===== config.mk =====
export PLATFORM = sky130hd
export DESIGN_NAME = muldiv_sequencer
export DESIGN_NICKNAME = d
export VERILOG_FILES = /design/src/rtl/muldiv_sequencer.sv
export SDC_FILE = /design/constraint.sdc
export NUM_CORES = 1
export LEC_CHECK = 0
export CAP_MARGIN = 40
export CORE_MARGIN = 2
export CORE_UTILIZATION = 25
export DETAILED_ROUTE_END_ITERATION = 8
export GPL_ROUTABILITY_DRIVEN = 0
export PLACE_DENSITY_LB_ADDON = 0.08
export SLEW_MARGIN = 40
export SYNTH_ARGS = -nofsm -noshare
export SYNTH_HDL_FRONTEND = slang
export SYNTH_SLANG_ARGS = --single-unit

===== constraint.sdc =====
create_clock -name clk -period 4.31 [get_ports clk]
set_input_delay 1.0775 -clock clk [delete_from_list [all_inputs] [get_ports clk]]
set_output_delay 1.0775 -clock clk [all_outputs]
set_load 0.05 [all_outputs]

===== src/rtl/muldiv_sequencer.sv =====
// muldiv_sequencer: iterative multiply/divide unit for the MIPS datapath.
// Runs mult/multu/div/divu over several clocks, owns the HI/LO registers
// and raises busy so the core stalls on mfhi/mflo or a new muldiv op.
//
// Ports:
//   clk, reset         rising-edge clock, synchronous active-high reset
//   start, op, a, b    one-cycle request (accepted only while idle), opcode
//                      (00 mult, 01 multu, 10 div, 11 divu), rs and rt operands
//   busy, done         busy from the cycle after accept until done; done pulses
//                      for one cycle once hi/lo hold the new result
//   hi, lo             product upper/lower half, or remainder/quotient
//   div_by_zero        sticky flag for a divide by zero; cleared on next accept
//
// Optional feature: define MULDIV_EARLY_TERM_EN to stop a multiply after the
// highest set bit of |b| has been consumed. Results do not change, only the
// multiply latency.
module muldiv_sequencer #(
  parameter int WIDTH = 32
) (
  input  logic             clk,
  input  logic             reset,
  input  logic             start,
  input  logic [1:0]       op,
  input  logic [WIDTH-1:0] a,
  input  logic [WIDTH-1:0] b,
  output logic             busy,
  output logic             done,
  output logic [WIDTH-1:0] hi,
  output logic [WIDTH-1:0] lo,
  output logic             div_by_zero
);

  localparam int CW = $clog2(WIDTH);

  typedef enum logic [1:0] {
    S_IDLE = 2'd0,
    S_RUN  = 2'd1,
    S_FIX  = 2'd2,
    S_DONE = 2'd3
  } state_t;

  state_t               state_r;
  logic [CW-1:0]        count_r;
  logic [CW-1:0]        last_r;     // count value of the final RUN iteration
  logic                 is_div_r;
  logic                 neg_q_r;    // negate product / quotient in FIX
  logic                 neg_r_r;    // negate remainder in FIX
  logic                 dz_r;
  logic [WIDTH-1:0]     a_r;        // raw dividend, reported as HI on divide by zero
  logic [2*WIDTH-1:0]   mcand_r;    // multiplicand, shifted left each step
  logic [WIDTH-1:0]     shreg_r;    // multiplier (shifts right) or dividend/quotient (shifts left)
  logic [WIDTH-1:0]     divisor_r;
  logic [2*WIDTH-1:0]   acc_r;      // product accumulator
  logic [WIDTH-1:0]     rem_r;      // partial remainder

  logic                 signed_op_s;
  logic                 sign_a_s;
  logic                 sign_b_s;
  logic [WIDTH-1:0]     abs_a_s;
  logic [WIDTH-1:0]     abs_b_s;
  logic [2*WIDTH-1:0]   prod_next_s;
  logic [WIDTH:0]       rem_shift_s;
  logic                 div_ge_s;
  logic [WIDTH:0]       rem_next_s;
  logic [2*WIDTH-1:0]   prod_fix_s;
  logic [WIDTH-1:0]     quot_fix_s;
  logic [WIDTH-1:0]     rem_fix_s;

`ifdef MULDIV_EARLY_TERM_EN
  // Bit index of the most significant set bit (0 when v is zero).
  function automatic logic [CW-1:0] msb_index(input logic [WIDTH-1:0] v);
    logic [CW-1:0] r;
    r = '0;
    for (int i = 0; i < WIDTH; i++) begin
      if (v[i]) begin
        r = CW'(i);
      end else begin
        r = r;
      end
    end
    return r;
  endfunction
`endif

  // Operand sign/magnitude, one shift-add or restoring-divide step, FIX corrections.
  always_comb begin
    signed_op_s = ~op[0];
    sign_a_s    = signed_op_s & a[WIDTH-1];
    sign_b_s    = signed_op_s & b[WIDTH-1];
    abs_a_s     = sign_a_s ? (~a + {{(WIDTH-1){1'b0}}, 1'b1}) : a;
    abs_b_s     = sign_b_s ? (~b + {{(WIDTH-1){1'b0}}, 1'b1}) : b;

    prod_next_s = acc_r + (shreg_r[0] ? mcand_r : {(2*WIDTH){1'b0}});

    // Restoring divide: bring in the next dividend bit, subtract if it fits.
    rem_shift_s = {rem_r, shreg_r[WIDTH-1]};
    div_ge_s    = (rem_shift_s >= {1'b0, divisor_r});
    rem_next_s  = div_ge_s ? (rem_shift_s - {1'b0, divisor_r}) : rem_shift_s;

    prod_fix_s  = neg_q_r ? (~acc_r + {{(2*WIDTH-1){1'b0}}, 1'b1}) : acc_r;
    quot_fix_s  = neg_q_r ? (~shreg_r + {{(WIDTH-1){1'b0}}, 1'b1}) : shreg_r;
    rem_fix_s   = neg_r_r ? (~rem_r + {{(WIDTH-1){1'b0}}, 1'b1}) : rem_r;
  end

  // Sequencer FSM with datapath registers and registered outputs.
  always_ff @(posedge clk) begin
    if (reset) begin
      state_r     <= S_IDLE;
      count_r     <= '0;
      last_r      <= '0;
      is_div_r    <= 1'b0;
      neg_q_r     <= 1'b0;
      neg_r_r     <= 1'b0;
      dz_r        <= 1'b0;
      a_r         <= '0;
      mcand_r     <= '0;
      shreg_r     <= '0;
      divisor_r   <= '0;
      acc_r       <= '0;
      rem_r       <= '0;
      busy        <= 1'b0;
      done        <= 1'b0;
      hi          <= '0;
      lo          <= '0;
      div_by_zero <= 1'b0;
    end else begin
      case (state_r)
        S_IDLE: begin
          done <= 1'b0;
          if (start) begin
            busy        <= 1'b1;
            div_by_zero <= 1'b0;
            is_div_r    <= op[1];
            neg_q_r     <= sign_a_s ^ sign_b_s;
            neg_r_r     <= sign_a_s;
            a_r         <= a;
            mcand_r     <= {{WIDTH{1'b0}}, abs_a_s};
            divisor_r   <= abs_b_s;
            acc_r       <= '0;
            rem_r       <= '0;
            count_r     <= '0;
            // Multiplier for mult, dividend for div: both live in shreg_r.
            shreg_r     <= op[1] ? abs_a_s : abs_b_s;
            if (op[1] && (b == {WIDTH{1'b0}})) begin
              dz_r    <= 1'b1;
              last_r  <= CW'(WIDTH - 1);
              state_r <= S_FIX;
            end else begin
              dz_r <= 1'b0;
`ifdef MULDIV_EARLY_TERM_EN
              if (!op[1]) begin
                last_r  <= msb_index(abs_b_s);
                state_r <= (abs_b_s == {WIDTH{1'b0}}) ? S_FIX : S_RUN;
              end else begin
                last_r  <= CW'(WIDTH - 1);
                state_r <= S_RUN;
              end
`else
              last_r  <= CW'(WIDTH - 1);
              state_r <= S_RUN;
`endif
            end
          end else begin
            busy <= 1'b0;
          end
        end
        S_RUN: begin
          if (is_div_r) begin
            rem_r   <= rem_next_s[WIDTH-1:0];
            shreg_r <= {shreg_r[WIDTH-2:0], div_ge_s};
          end else begin
            acc_r   <= prod_next_s;
            mcand_r <= {mcand_r[2*WIDTH-2:0], 1'b0};
            shreg_r <= {1'b0, shreg_r[WIDTH-1:1]};
          end
          count_r <= count_r + CW'(1);
          if (count_r == last_r) begin
            state_r <= S_FIX;
          end else begin
            state_r <= S_RUN;
          end
        end
        S_FIX: begin
          if (dz_r) begin
            lo          <= {WIDTH{1'b1}};
            hi          <= a_r;
            div_by_zero <= 1'b1;
          end else if (is_div_r) begin
            lo <= quot_fix_s;
            hi <= rem_fix_s;
          end else begin
            lo <= prod_fix_s[WIDTH-1:0];
            hi <= prod_fix_s[2*WIDTH-1:WIDTH];
          end
          done    <= 1'b1;
          state_r <= S_DONE;
        end
        S_DONE: begin
          // start is ignored here; a new op is accepted the following cycle.
          done    <= 1'b0;
          busy    <= 1'b0;
          state_r <= S_IDLE;
        end
        default: begin
          done    <= 1'b0;
          busy    <= 1'b0;
          state_r <= S_IDLE;
        end
      endcase
    end
  end

endmodule


Word-level counts from Yosys, hierarchy flattened. Index checks and enable logic that the tools add are counted.

Flip-flop bits (word level): 335. Bits in latches: 0. RAM bits: 0. Bits in read-only memories: 0. Bits of input ports: 69. Output and inout port bits: 67. Word-level logic and storage cells: 94. Memories: 0.

$add $sub $neg: 8. Multipliers: 0. Divide/modulo/power cells: 0. Magnitude comparators: 1. Equality and inequality tests: 8. Shift operators: 0. Muxes and demuxes: 37. Bitwise gates (word level): 9. Reduce and logical (&&, ||, !) cells: 13.

Operators with widths (count): $mux 32 (14); $mux 64 (6); $pmux 64 s2 (2); $add 32x1->32 const B (4); $not 32->32 (4); $pmux 32 s2 (2); $add 64x1->64 const B (1); $add 64x64->64 (1); $not 64->64 (1); $ge 33x32->1 (1); $logic_not 32->1 (1); $sub 32x32->32 (1); $pmux 5 s2 (1); $reduce_and 3->1 (3); $ne 2x2->1 const B (4); $pmux 2 s4 (1); $reduce_bool 2->1 (4); $mux 2 (3); $pmux 1 s2 (3); $add 5x1->5 const B (1); $eq 5x5->1 (1); $mux 5 (1); $eq 2x2->1 const B (2); $mux 1 (4); other kinds (8) (10).

Depth between registers and ports, before layout. Gate-level depths: netlist of the first run.

Depth in word-level cells: 6. Depth in mapped cells: 16. Mapped depth without buffers: 14.

Least setup slack after synthesis of the first run. OpenSTA, ideal clock, no wires.

Kind: register -> register. Start point: register shreg_r[0]. End point: register acc_r[62]. Setup time: 0.129 ns. Arrival time: 3.708 ns. Data required time: 4.181 ns. Slack: 0.473 ns. Stages on the path, launching flop included: 17. Buffers on the path: 2. Period minus slack after synthesis: 3.837 ns. Path through: dfxtp_1 clkbuf_1 clkbuf_1 and2_1 ha_1 inv_1 fa_1 nor2b_1 o2111ai_1 nand4bb_1 a311o_1 a21oi_1 o41ai_1 a21oi_1 a211oi_1 o21a_1 o211ai_1.

Word-level cells in the longest chain between the ends: 4.

Ends and longest elaborated chain: start: declaration (line 51) `logic [WIDTH-1:0] shreg_r;`; start signal: assignment (line 143) `shreg_r <= op[1] ? abs_a_s : abs_b_s;`; start signal: assignment (line 170) `shreg_r <= {shreg_r[WIDTH-2:0], div_ge_s};`; start signal: assignment (line 174) `shreg_r <= {1'b0, shreg_r[WIDTH-1:1]};`; $mux 64 (line 93) `prod_next_s = acc_r + (shreg_r[0] ? mcand_r : {(2*WIDTH){1'b0}});`; $add 64x64->64 (line 93); $mux 64 (line 168) `if (is_div_r) begin`; $pmux 64 s2 (line 127) `case (state_r)`; end signal: assignment (line 172) `acc_r <= prod_next_s;`; end: declaration (line 53) `logic [2*WIDTH-1:0] acc_r;`.

No other way between the ends. The select of a mux whose other input is x is not followed. A chain may end at the register's enable or synchronous reset.

Worst setup path after layout of the first run. Ends and elaborated chain as after synthesis.

==> key figures, run 1 <==
Yosys
  • Synth warn: 0
  • Compound-Gate Fraction of Synth Area: 0.273
  • Primary FF master, synth: dfxtp_1
  • Avg Cell Area, Syn: 7.36 um^2
  • XOR/XNOR Fraction of Synth Area: 0.0776
  • Mux share of post-synthesis cell area: 0.0256
  • Synth Area in Adders: 0.0576
  • Main combinational cell family by area after synthesis: compound AO/OA/AOI/OAI gates
  • Post-synth ARST share: 0
  • Synth Area in Simple Gates: 0.233
  • Cells after synthesis: approximately 3,200
  • Share of the synthesized area in the top cell type: 0.283
  • Syn_nets: 3,400
  • Post-synth EDFFs: 0
  • Post-synthesis sequential area ratio: 0.283
  • Count of cell types in the netlist: between 80 and 90
  • Synthesized cell area: 0.0237 mm^2
  • Ranking of synthesized cells by area: dfxtp_1, nand2_1, a21oi_1, nor2_1, ha_1
  • FF+latch count, synth: 335
  • Synth area leader: dfxtp_1

Die
  • DIE HEIGHT: 312 um
  • Initial core utilization: 0.253
  • Row count: 112
  • Die X: 312 um
  • CORE AREA: 0.0936 mm^2
  • Die area: 0.0973 mm^2
  • IO Pins: 136

STA
  • Worst Max-Slew Pin Slew: between 0.8 and 0.9 ns
  • Setup TNS: 0 ns
  • Crit path time final: 3.97 ns
  • Final Setup Violations: 0
  • Slew margin rel.: 0.415
  • Max-slew violations: 0
  • Period utilisation layout: 0.922
  • RSZ-0062 raised after global routing: no
  • Final hold vios: 0
  • Fmax: 0.252 GHz
  • Clock skew: 0.0251 ns

Hold path
  • Min-Delay Path Class: reg2reg

Route
  • Drt drc: 0
  • Vias/cell: approximately 5.3
  • Met3 WL: approximately 6400 um
  • DR iter-0 viols: 2,263
  • Drt wl/cell: 23.5 um
  • DR pass1 iterations: 5
  • Final ANT Viol Nets: 0
  • Top Metal Used: met4
  • Routed wl met2: 44,100 um
  • Via count: 24,600
  • Final wirelength: 108,000 um
  • Met1 WL: about 55,000 um

Clocking
  • TritonCTS buffer count: 47
  • Clock tree buffer depth: 3
  • Post-CTS Hold Fix Bufs: 0
  • Clk pin slew, worst setup/hold paths: 0.06 ns
  • Root buffer cell: clkbuf_16
  • Post_cts resized: 0
  • Setup Fix Bufs, Post-CTS: 0
  • H-Tree Depth: 2
  • Worst-skew pair later-pin latency: 0.62 ns
  • # clock sinks: 335
  • CTS tree: done

Critical path
  • CP max FO: 21
  • CP Data Required Time: 4.80 ns
  • Setup crit start kind: register
  • Crit Path Class: reg2reg
  • Critical Path End Type: register
  • CP max stage cell: dfxtp_2
  • Arrival @ worst endpoint: 4.46 ns
  • CP peak stage delay: 0.53 ns
  • Crit-path cells: buf_12 > and2_1 > ha_1 > inv_1 > fa_1 > nor2b_1 > o2111ai_1 > nand4bb_1 > a311o_1 > a21oi_1 > o41ai_1 > buf_4 > a21oi_1 > a211oi_1 > buf_4 > o21a_1 > o211ai_1

Power
  • Power density cells: 369 mW/mm^2
  • Leak: about 11 nW
  • Total power: 10.6 mW
  • Worst VDD drop: 269 uV

Global route
  • First-pass GRT wire length: 160,000 um
  • Number of global-route vias before repair: 23,700
  • Initial antenna violation count: 4
  • Pin count of the biggest net entering global routing: 118
  • Total GRT Usage: 0.216
  • Global route total overflow: 0

Run status
  • Status: finished, final reports clean

Layout
  • Filler cell count: a little over 10,000
  • Layout cell share with drive strength beyond 1: 0.0821
  • Finished Layout Cells: 4,618
  • Layout Nets: 3,504
  • Fin util: 0.306
  • Post-route cell area: roughly 0.029 mm^2
  • Synth-to-Final Area Change: 20.8%

Placed design
  • DP HPWL: 82,200 um
  • DP Area: 0.0270 mm^2
  • Dpl cells: 4,531
  • Port bufs: around 140

Flow run
  • MaxCap Viol Count: 0
routing by layer:
layer	track usage	up-vias
met4	0.0650	0
met1	0.323	11800
met2	0.314	788
met3	0.0330	133
met5	0	-
li1	-	11900
metrics by stage:
stage | setup WS, ns | hold WS, ns
floorplan | 0.473 | 0.436
global placement | 0.107 | 0.451
detailed placement | 0.187 | 0.450
CTS | 0.367 | 0.466
global route | 0.0372 | 0.476
finish | 0.336 | 0.465
layout make-up:
type / instances / area [um^2] / share of cell area
inverters: 91 / 342 / 0.0119
clock inverters: 14 / 223 / 0.00777
multi-input cells: 2576 / 15900 / 0.555
clock buffers: 71 / 1430 / 0.0499
flip-flops and latches: 335 / 6720 / 0.234
well taps: 1254 / 1570 / 0.0548
repair buffers: 276 / 2480 / 0.0867
diodes: 1 / 2.50 / 0.0000873
cells in the final DEF (no fill, tap or decap), types with 54 or more instances in the layout:
cell type	synthesis	layout
buf_4	2	135
nand2_1	383	382
nor3_1	99	99
ha_1	106	104
a22oi_1	68	68
a21oi_1	286	285
nand3_1	54	54
inv_1	90	90
xor2_1	101	101
and2_1	70	69
nor2_1	377	374
xnor2_1	109	109
a211oi_1	126	126
dfxtp_1	335	330
clkdlybuf4s50_1	0	133
o21ai_0	217	215
registers in the layout (all words and copies together) (netlist names), 32 cells and up:
name,cells
a_r,32
acc_r,64
divisor_r,32
hi,32
lo,32
mcand_r,64
rem_r,32
shreg_r,32
critical path, delay by kind of cell, from the launching register on:
| kind | cells | cell delay (ns) |
|---|---|---|
| compound gates | 8 | 1.54 |
| buf+inv | 4 | 0.65 |
| fa+ha+maj | 2 | 0.59 |
| flops | 1 | 0.53 |
| simple gates | 3 | 0.50 |
report_power, final:
group / total (mW) / switching, mW / internal, mW
logic: 2.69 / 1.81 / 0.870
clock network: 4.25 / 1.67 / 2.58
registers: 3.63 / 0.315 / 3.32
total: 10.6 / 3.80 / 6.77
cell usage after synthesis (44+ instances only):
cell type and count:
a21oi_1 286, ha_1 106, inv_1 90, o21ai_0 217
nand3_1 54, and2_1 70, xor2_1 101, nor3_1 99
a211oi_1 126, a21o_1 44, clkbuf_1 194, xnor2_1 109
nor2_1 377, nand2_1 383, dfxtp_1 335, a22oi_1 68
logic make-up after synthesis:
| logic type | Yosys count |
|---|---|
| compound gates | 1013 |
| xor+xnor | 210 |
| fa+ha+maj | 108 |
| buf+inv | 312 |
| flops | 335 |
| mux | 51 |
| simple gates | 1194 |
worst paths after layout:
path	startpoint	to	cells past startpoint	slack, ns
max	shreg_r[0]	acc_r[62]	17	0.34
min	a_r[22]	a_r[22]	2	0.47
max reg2reg	shreg_r[0]	acc_r[62]	17	0.34
min reg2reg	a_r[22]	a_r[22]	2	0.47
Note: power is estimated with default switching activity, not from simulation.
==> run 2: changes to the inputs <==
- CORE_UTILIZATION: 25 -> 40
==> key figures, run 2 (synthesis gave the netlist of run 1 again) <==
Route
  • Via count: approximately 24,000
  • DR pass1 iterations: 5
  • Drt wl/cell: 22.5 um
  • Final wirelength: 91,600 um
  • Drt drc: 0
  • Final ANT Viol Nets: 0
  • DR iter-0 viols: 2,676
  • Vias/cell: between 5 and 6

Clocking
  • Clock tree buffer depth: 3
  • Clk pin slew, worst setup/hold paths: 0.06 ns
  • Post-CTS Hold Fix Bufs: 0
  • CTS tree: done
  • Root buffer cell: clkbuf_16
  • Worst-skew pair later-pin latency: 0.59 ns
  • H-Tree Depth: 2
  • # clock sinks: between 300 and 400
  • Setup Fix Bufs, Post-CTS: 0
  • Post_cts resized: 0
  • TritonCTS buffer count: 42

Critical path
  • Crit Path Class: reg2reg
  • Worst path buffer plus inverter count: 3
  • CP max FO: 28
  • CP top delay family: compound AO/OA/AOI/OAI gates
  • Critical Path End Type: register
  • Setup crit start kind: register
  • Arrival @ worst endpoint: 4.48 ns
  • CP Data Required Time: roughly 4.8 ns
  • Crit-path cells: buf_4 > and2_1 > ha_1 > inv_1 > fa_1 > nor2b_1 > o2111ai_1 > nand4bb_1 > a311o_1 > a21oi_1 > o41ai_1 > buf_4 > a21oi_1 > a211oi_1 > o21a_1 > o211ai_1
  • CP peak stage delay: roughly 0.5 ns
  • CP max stage cell: a211oi_1

Layout
  • Synth-to-Final Area Change: 15.8%
  • Commonest non-fill, non-tap cell in the layout: nand2_1
  • Finished Layout Cells: ~4,000
  • Top Registers: acc_r x64, mcand_r x64
  • Layout Nets: 3,448
  • Most frequent cells in the layout: nand2_1, nor2_1, dfxtp_1
  • Number of diodes: 0
  • Layout cell share with drive strength beyond 1: 0.0666

Global route
  • Total GRT Usage: 0.291
  • Global route total overflow: 0
  • First-pass GRT wire length: 137,000 um
  • Pin count of the biggest net entering global routing: 151
  • Number of global-route vias before repair: about 22,000
  • Initial antenna violation count: 2

Flow run
  • MaxCap Viol Count: 0

Die
  • Initial core utilization: 0.403
  • IO Pins: between 100 and 150
  • DIE HEIGHT: ~250 um
  • CORE AREA: 0.0588 mm^2
  • Die area: around 0.06 mm^2
  • Row count: ~90
  • Die X: 247 um

STA
  • Clock skew: around 0.023 ns
  • Slew margin rel.: 0.453
  • Crit path time final: 4.02 ns
  • Max-slew violations: 0
  • Final Setup Violations: 0
  • Final hold vios: 0
  • Fmax: 0.249 GHz
  • Period utilisation layout: 0.933
  • RSZ-0062 raised after global routing: no
  • Setup TNS: 0 ns
  • Worst Max-Slew Pin Slew: 0.812 ns

Run status
  • Status: finished, final reports clean

Hold path
  • Min-Delay Path Class: reg2reg

Power
  • Power density cells: approximately 360 mW/mm^2
  • Worst VDD drop: ~300 uV
  • Leak: 10.5 nW

Placed design
  • Port bufs: 135
  • Dpl cells: 3,999
  • DP HPWL: 68,400 um
[run 2: cell types whose count changed in the layout (fill, tap and decap cells not counted), sizes merged]
cell | before | now
inv | 92 | 94
clkbuf | 71 | 52
diode | 1 | 0
clkinv | 6 | 11
buf | 143 | 92
clkinvlp | 2 | 5
[run 2: power breakdown]
| group | switching [mW] | internal (mW) |
|---|---|---|
| sequential | 0.300 | 3.32 |
| combinational | 1.72 | 0.845 |
| clock | 1.57 | 2.21 |
| total | 3.59 | 6.37 |
[run 2: metrics by stage]
step | util | hold slack [ns] | setup WS, ns | total power [mW] | cell area, um^2
2_1_floorplan | - | 0.436 | 0.473 | 5.19 | 23700
3_3_place_gp | 0.442 | 0.448 | 0.238 | 6.15 | 26000
3_5_place_dp | 0.442 | 0.451 | 0.233 | 6.17 | 26000
4_1_cts | 0.467 | 0.460 | 0.381 | 9.94 | 27400
5_1_grt | 0.467 | 0.480 | 0.102 | 10.3 | 27500
6_report | 0.467 | 0.461 | 0.287 | 9.95 | 27500
[run 2: routing by layer]
metal  part of all wire  up-vias  GRT usage
li1                   -    11700          -
met1               0.46    11500      0.426
met2               0.41      992      0.424
met3              0.091      115     0.0554
met4              0.033        0     0.0949
met5                  0        -          0
[run 2: layout make-up]
class,instances,area [um^2]
clock buffer,52,1150
clock inverter,24,277
fill,5874,31300
inverter,91,342
multi-input combinational,2576,15900
sequential,335,6720
tap,773,967
timing repair buffer,225,2120
[run 2: worst min-delay path: cells and delay by family, from the launching register on]
kind,cells,cell delay (ns)
DFF,1,0.31
and+or+nand+nor,1,0.05
AOI/OAI and AO/OA,1,0.05
[run 2: final timing paths]
| path | from | endpoint | slack [ns] | cells past startpoint |
|---|---|---|---|---|
| worst max-delay path | shreg_r[0] | acc_r[62] | 0.29 | 16 |
| worst min-delay path | a_r[21] | a_r[21] | 0.46 | 2 |
| worst max register to register | shreg_r[0] | acc_r[62] | 0.29 | 16 |
| worst min register to register | a_r[21] | a_r[21] | 0.46 | 2 |
==> run 3: changes to the inputs <==
- SLEW_MARGIN: 40 -> 15
==> key figures, run 3 (synthesis gave the netlist of run 1 again) <==
Critical path
  • Arrival @ worst endpoint: around 4.4 ns
  • Crit Path Class: reg2reg
  • Setup crit start kind: register
  • FF-to-FF path depth: 16
  • CP max FO: 28
  • Flop2flop setup slack: 0.33 ns
  • Critical Path End Type: register
  • CP Data Required Time: 4.76 ns
  • RR Endpoint: acc_r[62]
  • Reg2reg start: shreg_r[0]

Layout
  • Post-route cell area: 0.0276 mm^2
  • Top Registers: acc_r x64, mcand_r x64
  • Layout cell share with drive strength beyond 1: 0.0668
  • Finished Layout Cells: 4,079
  • Synth-to-Final Area Change: 16.4%
  • Layout Nets: 3,451
  • Number of diodes: 0
  • Most frequent cells in the layout: nand2_1, nor2_1, dfxtp_1
  • Commonest non-fill, non-tap cell in the layout: nand2_1

Clocking
  • Post_cts resized: 0
  • TritonCTS buffer count: 43
  • CTS tree: done
  • Clock tree buffer depth: 3
  • H-Tree Depth: 2
  • Setup Fix Bufs, Post-CTS: 0
  • Clk pin slew, worst setup/hold paths: 0.06 ns
  • # clock sinks: 335
  • Worst-skew pair later-pin latency: 0.58 ns
  • Post-CTS Hold Fix Bufs: 0
  • Root buffer cell: clkbuf_16

Hold path
  • Min-Delay Path Class: reg2reg
  • Hold-critical path endpoint: a_r[21]
  • Hold Path Stages: 2
  • Worst Hold Launch: a_r[21]

Route
  • Vias/cell: 6.02
  • DR pass1 iterations: 6
  • Final wirelength: 91,300 um
  • Drt wl/cell: 22.4 um
  • Drt drc: 0
  • Via count: 24,600
  • Final ANT Viol Nets: 0
  • DR iter-0 viols: ~2,500

Die
  • Row count: 89
  • Initial core utilization: 0.403
  • IO Pins: 136
  • CORE AREA: 0.0588 mm^2
  • DIE HEIGHT: 247 um
  • Die area: 0.0613 mm^2
  • Die X: 247 um

Flow run
  • MaxCap Viol Count: 0

STA
  • Period utilisation layout: 0.922
  • Crit path time final: 3.98 ns
  • Clock skew: about 0.016 ns
  • Final Setup Violations: 0
  • Worst Max-Slew Pin Slew: ~0.87 ns
  • RSZ-0062 raised after global routing: no
  • Slew margin rel.: 0.414
  • Max-slew violations: 0
  • Hold_ws: 0.457 ns
  • Final hold vios: 0
  • Setup TNS: 0 ns
  • Fmax: 0.252 GHz

Power
  • Seq pwr share: 0.354
  • Switching share of power: 0.346
  • Clk pwr share: 0.396
  • Combinational share of power: 0.250
  • Leak: 10.6 nW
  • Worst VDD drop: 317 uV
  • Power density cells: ~370 mW/mm^2
  • Psw: between 3 and 4 mW
  • Int Pwr: 6.69 mW

Global route
  • Total GRT Usage: 0.291
  • First-pass GRT wire length: 137,000 um
  • Pin count of the biggest net entering global routing: 151
  • Initial antenna violation count: 2
  • Global route total overflow: 0
  • Number of global-route vias before repair: 22,200

Placed design
  • Dpl cells: about 4,000
  • Port bufs: 135
  • DP HPWL: about 70,000 um
  • DP Area: approximately 0.026 mm^2

Run status
  • Status: finished, final reports clean
## run 3: cell count changes in the layout (fill, tap and decap cells not counted), moves of 2 or more
cell	change
bufinv_16	+5
buf_6	-2
buf_4	+3
clkinvlp_4	-3
inv_6	-2
## run 3: how the worst max path moves through the flow
stage                     from           to  slack (ns)  cells past startpoint
floorplan           shreg_r[0]    acc_r[62]        0.47                     16
global placement         b[13]  shreg_r[26]        0.24                     12
detailed placement       b[11]  shreg_r[30]        0.21                     12
CTS                 shreg_r[0]    acc_r[62]        0.40                     16
global route        shreg_r[0]    acc_r[62]        0.11                     16
finish              shreg_r[0]    acc_r[62]        0.33                     16
## run 3: layout make-up
cell class	instances	area, um^2
clock inverter	24	383
sequential	335	6710
multi-input combinational	2576	15900
inverter	91	342
timing repair buffer	227	2140
tap	773	967
clock buffer	53	1170
fill	5916	31200
## run 3: critical path, stage by stage, from the launching register on
cell       delay [ns]
dfxtp_1          0.30
buf_4            0.27
and2_1           0.18
ha_1             0.18
inv_1            0.06
fa_1             0.40
nor2b_1          0.17
o2111ai_1        0.24
nand4bb_1        0.21
a311o_1          0.25
a21oi_1          0.16
o41ai_1          0.35
buf_4            0.21
a21oi_1          0.10
a211oi_1         0.49
o21a_1           0.20
o211ai_1         0.09
## run 3: stage by stage
step | setup slack [ns] | util | power (mW)
floorplan | 0.473 | - | 5.19
global placement | 0.238 | 0.442 | 6.15
detailed placement | 0.214 | 0.443 | 6.17
CTS | 0.400 | 0.469 | 10.3
global route | 0.106 | 0.469 | 10.6
finish | 0.335 | 0.469 | 10.2
## run 3: layer usage
layer / up-vias / GRT usage / share of wire
met3: 122 / 0.0541 / 0.083
met4: 0 / 0.0986 / 0.034
met1: 11700 / 0.425 / 0.47
met5: - / 0 / 0
li1: 11700 / - / -
met2: 983 / 0.426 / 0.42
## run 3: power by group through the flow
stage               clock network (mW)  registers [mW]  logic (mW)
floorplan                            0            3.63        1.56
CTS                               4.13            3.59        2.53
global placement                     0            3.66        2.49
detailed placement                   0            3.66        2.52
finish                            4.05            3.61        2.56
global route                      4.24            3.63        2.77
